## src/rtl/regfile_mp.sv

```systemverilog
// Multi-port register file with x0 hard-wired to zero, pending-write scoreboard and sequential bulk clear.
// Optional write-through forwarding to the read ports: define REGFILE_MP_BYPASS_EN.

module regfile_mp_rport #(
  parameter int XLEN  = 32,
  parameter int NREGS = 32,
  parameter int IDX_W = 5
) (
  input  logic [IDX_W-1:0]            idx,
  input  logic [NREGS-1:0][XLEN-1:0]  regs,
  input  logic [NREGS-1:0]            busy,
  input  logic                        fwd_vld,
  input  logic [IDX_W-1:0]            fwd_idx,
  input  logic [XLEN-1:0]             fwd_data,
  input  logic                        fwd_busy,
  output logic [XLEN-1:0]             data,
  output logic                        bsy
);
  always_comb begin
    data = regs[idx];
    bsy  = busy[idx];
    if (fwd_vld && fwd_idx == idx) begin
      data = fwd_data;
      bsy  = fwd_busy;
    end
    if (idx == '0) begin
      data = '0;
      bsy  = 1'b0;
    end
  end
endmodule

module regfile_mp #(
  parameter int XLEN  = 32,
  parameter int NREGS = 32,
  parameter int IDX_W = 5,
  parameter int NREAD = 2
) (
  input  logic                    clock,
  input  logic                    reset,
  input  logic [NREAD*IDX_W-1:0]  read_idx,
  output logic [NREAD*XLEN-1:0]   read_data,
  output logic [NREAD-1:0]        read_busy,
  input  logic                    write_enable,
  input  logic [IDX_W-1:0]        write_idx,
  input  logic [XLEN-1:0]         write_data,
  input  logic                    issue_valid,
  input  logic [IDX_W-1:0]        issue_idx,
  input  logic                    clear_start,
  output logic                    clear_busy,
  output logic                    clear_done
);
  typedef enum logic [1:0] {IDLE, CLEAR, DONE} state_t;

  state_t                     state, state_nxt;
  logic [IDX_W-1:0]           cnt;
  logic [NREGS-1:0][XLEN-1:0] regs;
  logic [NREGS-1:0]           busy;
  logic                       idle, wr_hit, iss_hit, clr_go, clr_last;
  logic                       fwd_vld, fwd_busy;

  assign idle     = (state == IDLE);
  assign wr_hit   = idle && write_enable && write_idx != '0;
  assign iss_hit  = idle && issue_valid && issue_idx != '0;
  assign clr_go   = idle && clear_start;
  assign clr_last = (state == CLEAR) && cnt == IDX_W'(NREGS-1);

  always_ff @(posedge clock or posedge reset)
    if (reset) state <= IDLE;
    else       state <= state_nxt;

  always_comb begin
    state_nxt  = state;
    clear_busy = 1'b0;
    clear_done = 1'b0;
    case (state)
      IDLE:  if (clear_start) state_nxt = CLEAR;
      CLEAR: begin
        clear_busy = 1'b1;
        if (clr_last) state_nxt = DONE;
      end
      DONE: begin
        clear_busy = 1'b1;
        clear_done = 1'b1;
        state_nxt  = IDLE;
      end
      default: state_nxt = IDLE;
    endcase
  end

  // Counter starts at 1 (x0 is never stored) and holds on the last index so it never wraps.
  always_ff @(posedge clock or posedge reset)
    if (reset)                         cnt <= '0;
    else if (clr_go)                   cnt <= IDX_W'(1);
    else if (state == CLEAR && !clr_last) cnt <= cnt + IDX_W'(1);
    else if (state == DONE)            cnt <= '0;

  always_ff @(posedge clock or posedge reset)
    if (reset)               regs <= '0;
    else if (state == CLEAR) regs[cnt] <= '0;
    else if (wr_hit)         regs[write_idx] <= write_data;

  // Issue is applied after writeback so a same-index issue leaves the entry busy.
  always_ff @(posedge clock or posedge reset)
    if (reset)       busy <= '0;
    else if (clr_go) busy <= '0;
    else begin
      if (wr_hit)  busy[write_idx] <= 1'b0;
      if (iss_hit) busy[issue_idx] <= 1'b1;
    end

`ifdef REGFILE_MP_BYPASS_EN
  assign fwd_vld  = wr_hit;
  assign fwd_busy = issue_valid && issue_idx == write_idx;
`else
  assign fwd_vld  = 1'b0;
  assign fwd_busy = 1'b0;
`endif

  for (genvar k = 0; k < NREAD; k++) begin : g_rd
    regfile_mp_rport #(.XLEN(XLEN), .NREGS(NREGS), .IDX_W(IDX_W)) u_rport (
      .idx      (read_idx[k*IDX_W +: IDX_W]),
      .regs     (regs),
      .busy     (busy),
      .fwd_vld  (fwd_vld),
      .fwd_idx  (write_idx),
      .fwd_data (write_data),
      .fwd_busy (fwd_busy),
      .data     (read_data[k*XLEN +: XLEN]),
      .bsy      (read_busy[k])
    );
  end
endmodule

```

## config.mk

```make
export PLATFORM = sky130hd
export DESIGN_NAME = regfile_mp
export DESIGN_NICKNAME = d
export VERILOG_FILES = /design/src/rtl/regfile_mp.sv
export SDC_FILE = /design/constraint.sdc
export NUM_CORES = 2
export LEC_CHECK = 0
export ABC_CLOCK_PERIOD_IN_PS = 105000
export CAP_MARGIN = 15
export CORE_AREA = 2 2 376 378
export DETAILED_ROUTE_END_ITERATION = 10
export DIE_AREA = 0 0 378 380
export PLACE_DENSITY_LB_ADDON = 0.12
export SYNTH_ARGS = -nofsm -noshare
export SYNTH_HDL_FRONTEND = slang
export SYNTH_SLANG_ARGS = --single-unit
```

## constraint.sdc

```tcl
create_clock -name clock -period 105 [get_ports clock]
set_clock_uncertainty 0.05 [all_clocks]
set_input_delay 21 -clock clock [delete_from_list [all_inputs] [get_ports clock]]
set_output_delay 21 -clock clock [all_outputs]
set_load 0.05 [all_outputs]
```

==> results.sh <==
export IMPL_r2r_start="state[0]"
export IMPL_hp_start="regs[6]"
export IMPL_startpoint_type="primary input"
export IMPL_grt_pass1_vias=42200
export IMPL_vias=41880
export IMPL_maxCapViolCount=0
export IMPL_clkLatencyLatePin_ns=0.74
export IMPL_start_util_pct=39.85
export IMPL_clock_path_buffers=3
export IMPL_required_ns=83.95
export IMPL_h_tree_depth=3
export IMPL_areaGrowthSynthToFinish_pct=12.79
export IMPL_worstMarginPinSlew_ns=1.122
export IMPL_syn_num_nets=4163
export IMPL_outcome="complete, no violations"
export IMPL_endpoint="read_data[12]"
export IMPL_row_count=137
export IMPL_critPathKind="primary input to output port"
export IMPL_wl_mm=229.7
export IMPL_ctsResizeCount=0
export IMPL_fin_crit_sh_pct=45.63
export IMPL_post_cts_buffers=0
export IMPL_route_detailed_drc=0
export IMPL_die_x_um=378
export IMPL_ys_seq_elements=1063
export IMPL_cts_root_buffer="clkbuf_16"
export IMPL_ys_seq_area_share_pct=47.95
export IMPL_cts_tree="done"
export IMPL_synth_area_leaders="dfrtp_1, mux4_2, a22o_1, mux2i_1, clkbuf_1"
export IMPL_worstRegToRegCells=8
export IMPL_ant_nets=0
export IMPL_drt_iter0_drc=5174
export IMPL_io_buffers=124
export IMPL_cts_made_buffers=118
export IMPL_nets=4056
export IMPL_critPathLaunch="read_idx[2]"
export IMPL_path_clk_slew_ns=0.06
export IMPL_leakage_nw=27.18
export IMPL_setup_violations=0
export IMPL_worstPathArrival_ns=26.86
export IMPL_rsz0062_at_grt="false"
export IMPL_drt_pass1_iter_count=6
export IMPL_ys_dominant_reg_cell="dfrtp_1"
export IMPL_synth_commonest_cells="dfrtp_1, a22o_1, mux4_2, clkbuf_1, buf_2"
export IMPL_cts_hold_buf=0
export IMPL_synth_edff_count=0
export IMPL_p_per_area_nw_per_um2=22.65
export IMPL_fillerInstances=12490
export IMPL_async_flop_share_pct=100.0
export IMPL_antenna_found_initial=10
export IMPL_yosysWarnings=0
export IMPL_peakVddDrop_mv=0.01459
export IMPL_setup_slack_ns=57.09
export IMPL_synth_cells=4096
export IMPL_syn_area_per_cell_um2=13.54
export IMPL_fin_crit_ns=47.91
export IMPL_vias_per_cell=7.028
export IMPL_core_area_um2=139200
export IMPL_post_route_cells_drive_above_1_share_pct=24.22
export IMPL_max_slew_margin_pct=25.22
export IMPL_hold_violations=0
export IMPL_wl_per_cell_um=38.55
export IMPL_grt_max_degree=161
export IMPL_io_pins=125
export IMPL_synth_top_area_share_pct=47.95
export IMPL_grt_total_usage_pct=31.83
export IMPL_clock_fmax_ghz=0.02087
export IMPL_gp_congestion=0.8357
export IMPL_die_area_um2=143600
export IMPL_clock_sinks=1063
export IMPL_synth_most_common_cell="dfrtp_1"
export IMPL_final_max_slew_violation_count=0
export IMPL_crit_path_end_kind="output port"
export IMPL_crit_path_max_fanout=60
export IMPL_grt_overflow=0
export IMPL_die_h_um=380
export IMPL_dp_hpwl_mm=130.4
export IMPL_r2r_slack_ns=100.12
export IMPL_synth_top_area_cell="dfrtp_1"
export IMPL_synth_cell_types=48
export IMPL_grt_pass1_wl_mm=327.8
export IMPL_fin_setup_tns_ns=0
export IMPL_hold_path_class="flip-flop to flip-flop"
export IMPL_r2r_end="regs[911]"
export IMPL_dpl_worst_slack_ns=57.27
export IMPL_netlist_area_um2=55470
## layer usage
layer	vias to the layer above	global-route usage, %	part of all wire (%)
met5	-	0	0.030
met4	8	13.71	4.7
li1	16310	-	-
met3	565	8.321	10
met2	2649	46.99	45
met1	22350	44.30	40
## metrics by stage
step	power [mW]	cells	area [um2]	hold slack (ns)	util, %
2_1_floorplan	0.8758	4096	55470	0.4166	-
3_3_place_gp	0.9821	5742	58600	0.4360	42.10
3_5_place_dp	0.9873	5744	58640	0.4413	42.13
4_1_cts	1.417	5955	62540	0.4551	44.93
5_1_grt	1.477	5958	62570	0.4716	44.95
6_report	1.417	5959	62570	0.4553	44.95
## sequential cells by signal, summed over array words and instances, names as in the netlist
signal  cells
regs     1024
busy       32
cnt         5
state       2
## cell type report
cell class,instances,area [um2],share of cell area [%]
multi-input combinational,2500,27070,43.27
clock inverter,46,533.0,0.8519
tap,1876,2347,3.752
sequential,1063,26600,42.51
antenna,3,7.507,0.01200
timing repair buffer,297,2600,4.155
inverter,9,46.29,0.07399
clock buffer,165,3359,5.369
## critical path, cell delays in order
cell and delay (ns):
buf_8 0.40, buf_4 0.91, buf_4 0.85, buf_4 0.70, mux2i_1 0.15, a221oi_1 0.34
o21ai_0 0.24, a311oi_1 0.94, buf_4 0.26, clkdlybuf4s50_1 0.80
## placed cells by master (no fill, tap or decap), types with 19 or more instances in the layout
cell | Yosys | layout
clkdlybuf4s50_1 | 0 | 114
and2_1 | 35 | 33
clkinv_2 | 0 | 26
a21oi_1 | 62 | 36
a211oi_1 | 66 | 66
clkbuf_8 | 0 | 23
dfrtp_1 | 1063 | 1063
nand2_1 | 129 | 128
mux4_2 | 462 | 462
clkbuf_16 | 0 | 119
nor2b_1 | 80 | 76
o21ai_0 | 183 | 183
mux2i_1 | 132 | 132
nor3_4 | 11 | 19
a21oi_4 | 0 | 27
a311oi_1 | 66 | 66
clkbuf_1 | 306 | 24
mux2_2 | 66 | 66
a22oi_1 | 66 | 66
a22o_1 | 960 | 960
buf_4 | 12 | 169
a221oi_1 | 50 | 50
## worst min-delay path by stage
stage	depth (start not counted)	endpoint
floorplan	1	regs[0]
global placement	1	regs[19]
detailed placement	1	regs[6]
CTS	1	regs[31]
global route	1	regs[13]
finish	1	regs[6]
## logic make-up after synthesis
| family | Yosys count | share of synthesized area, % |
|---|---|---|
| compound gates | 1474 | 21.30 |
| fa+ha+maj | 10 | 0.2256 |
| buf+inv | 533 | 4.161 |
| flops | 1063 | 47.95 |
| mux | 660 | 22.48 |
| simple gates | 356 | 3.877 |
## power breakdown
group | total (mW) | internal (mW) | switching, mW
combinational | 0.369 | 0.201 | 0.168
sequential | 0.620 | 0.526 | 0.0931
clock | 0.429 | 0.246 | 0.183
Note: power is estimated with default switching activity, not from simulation.
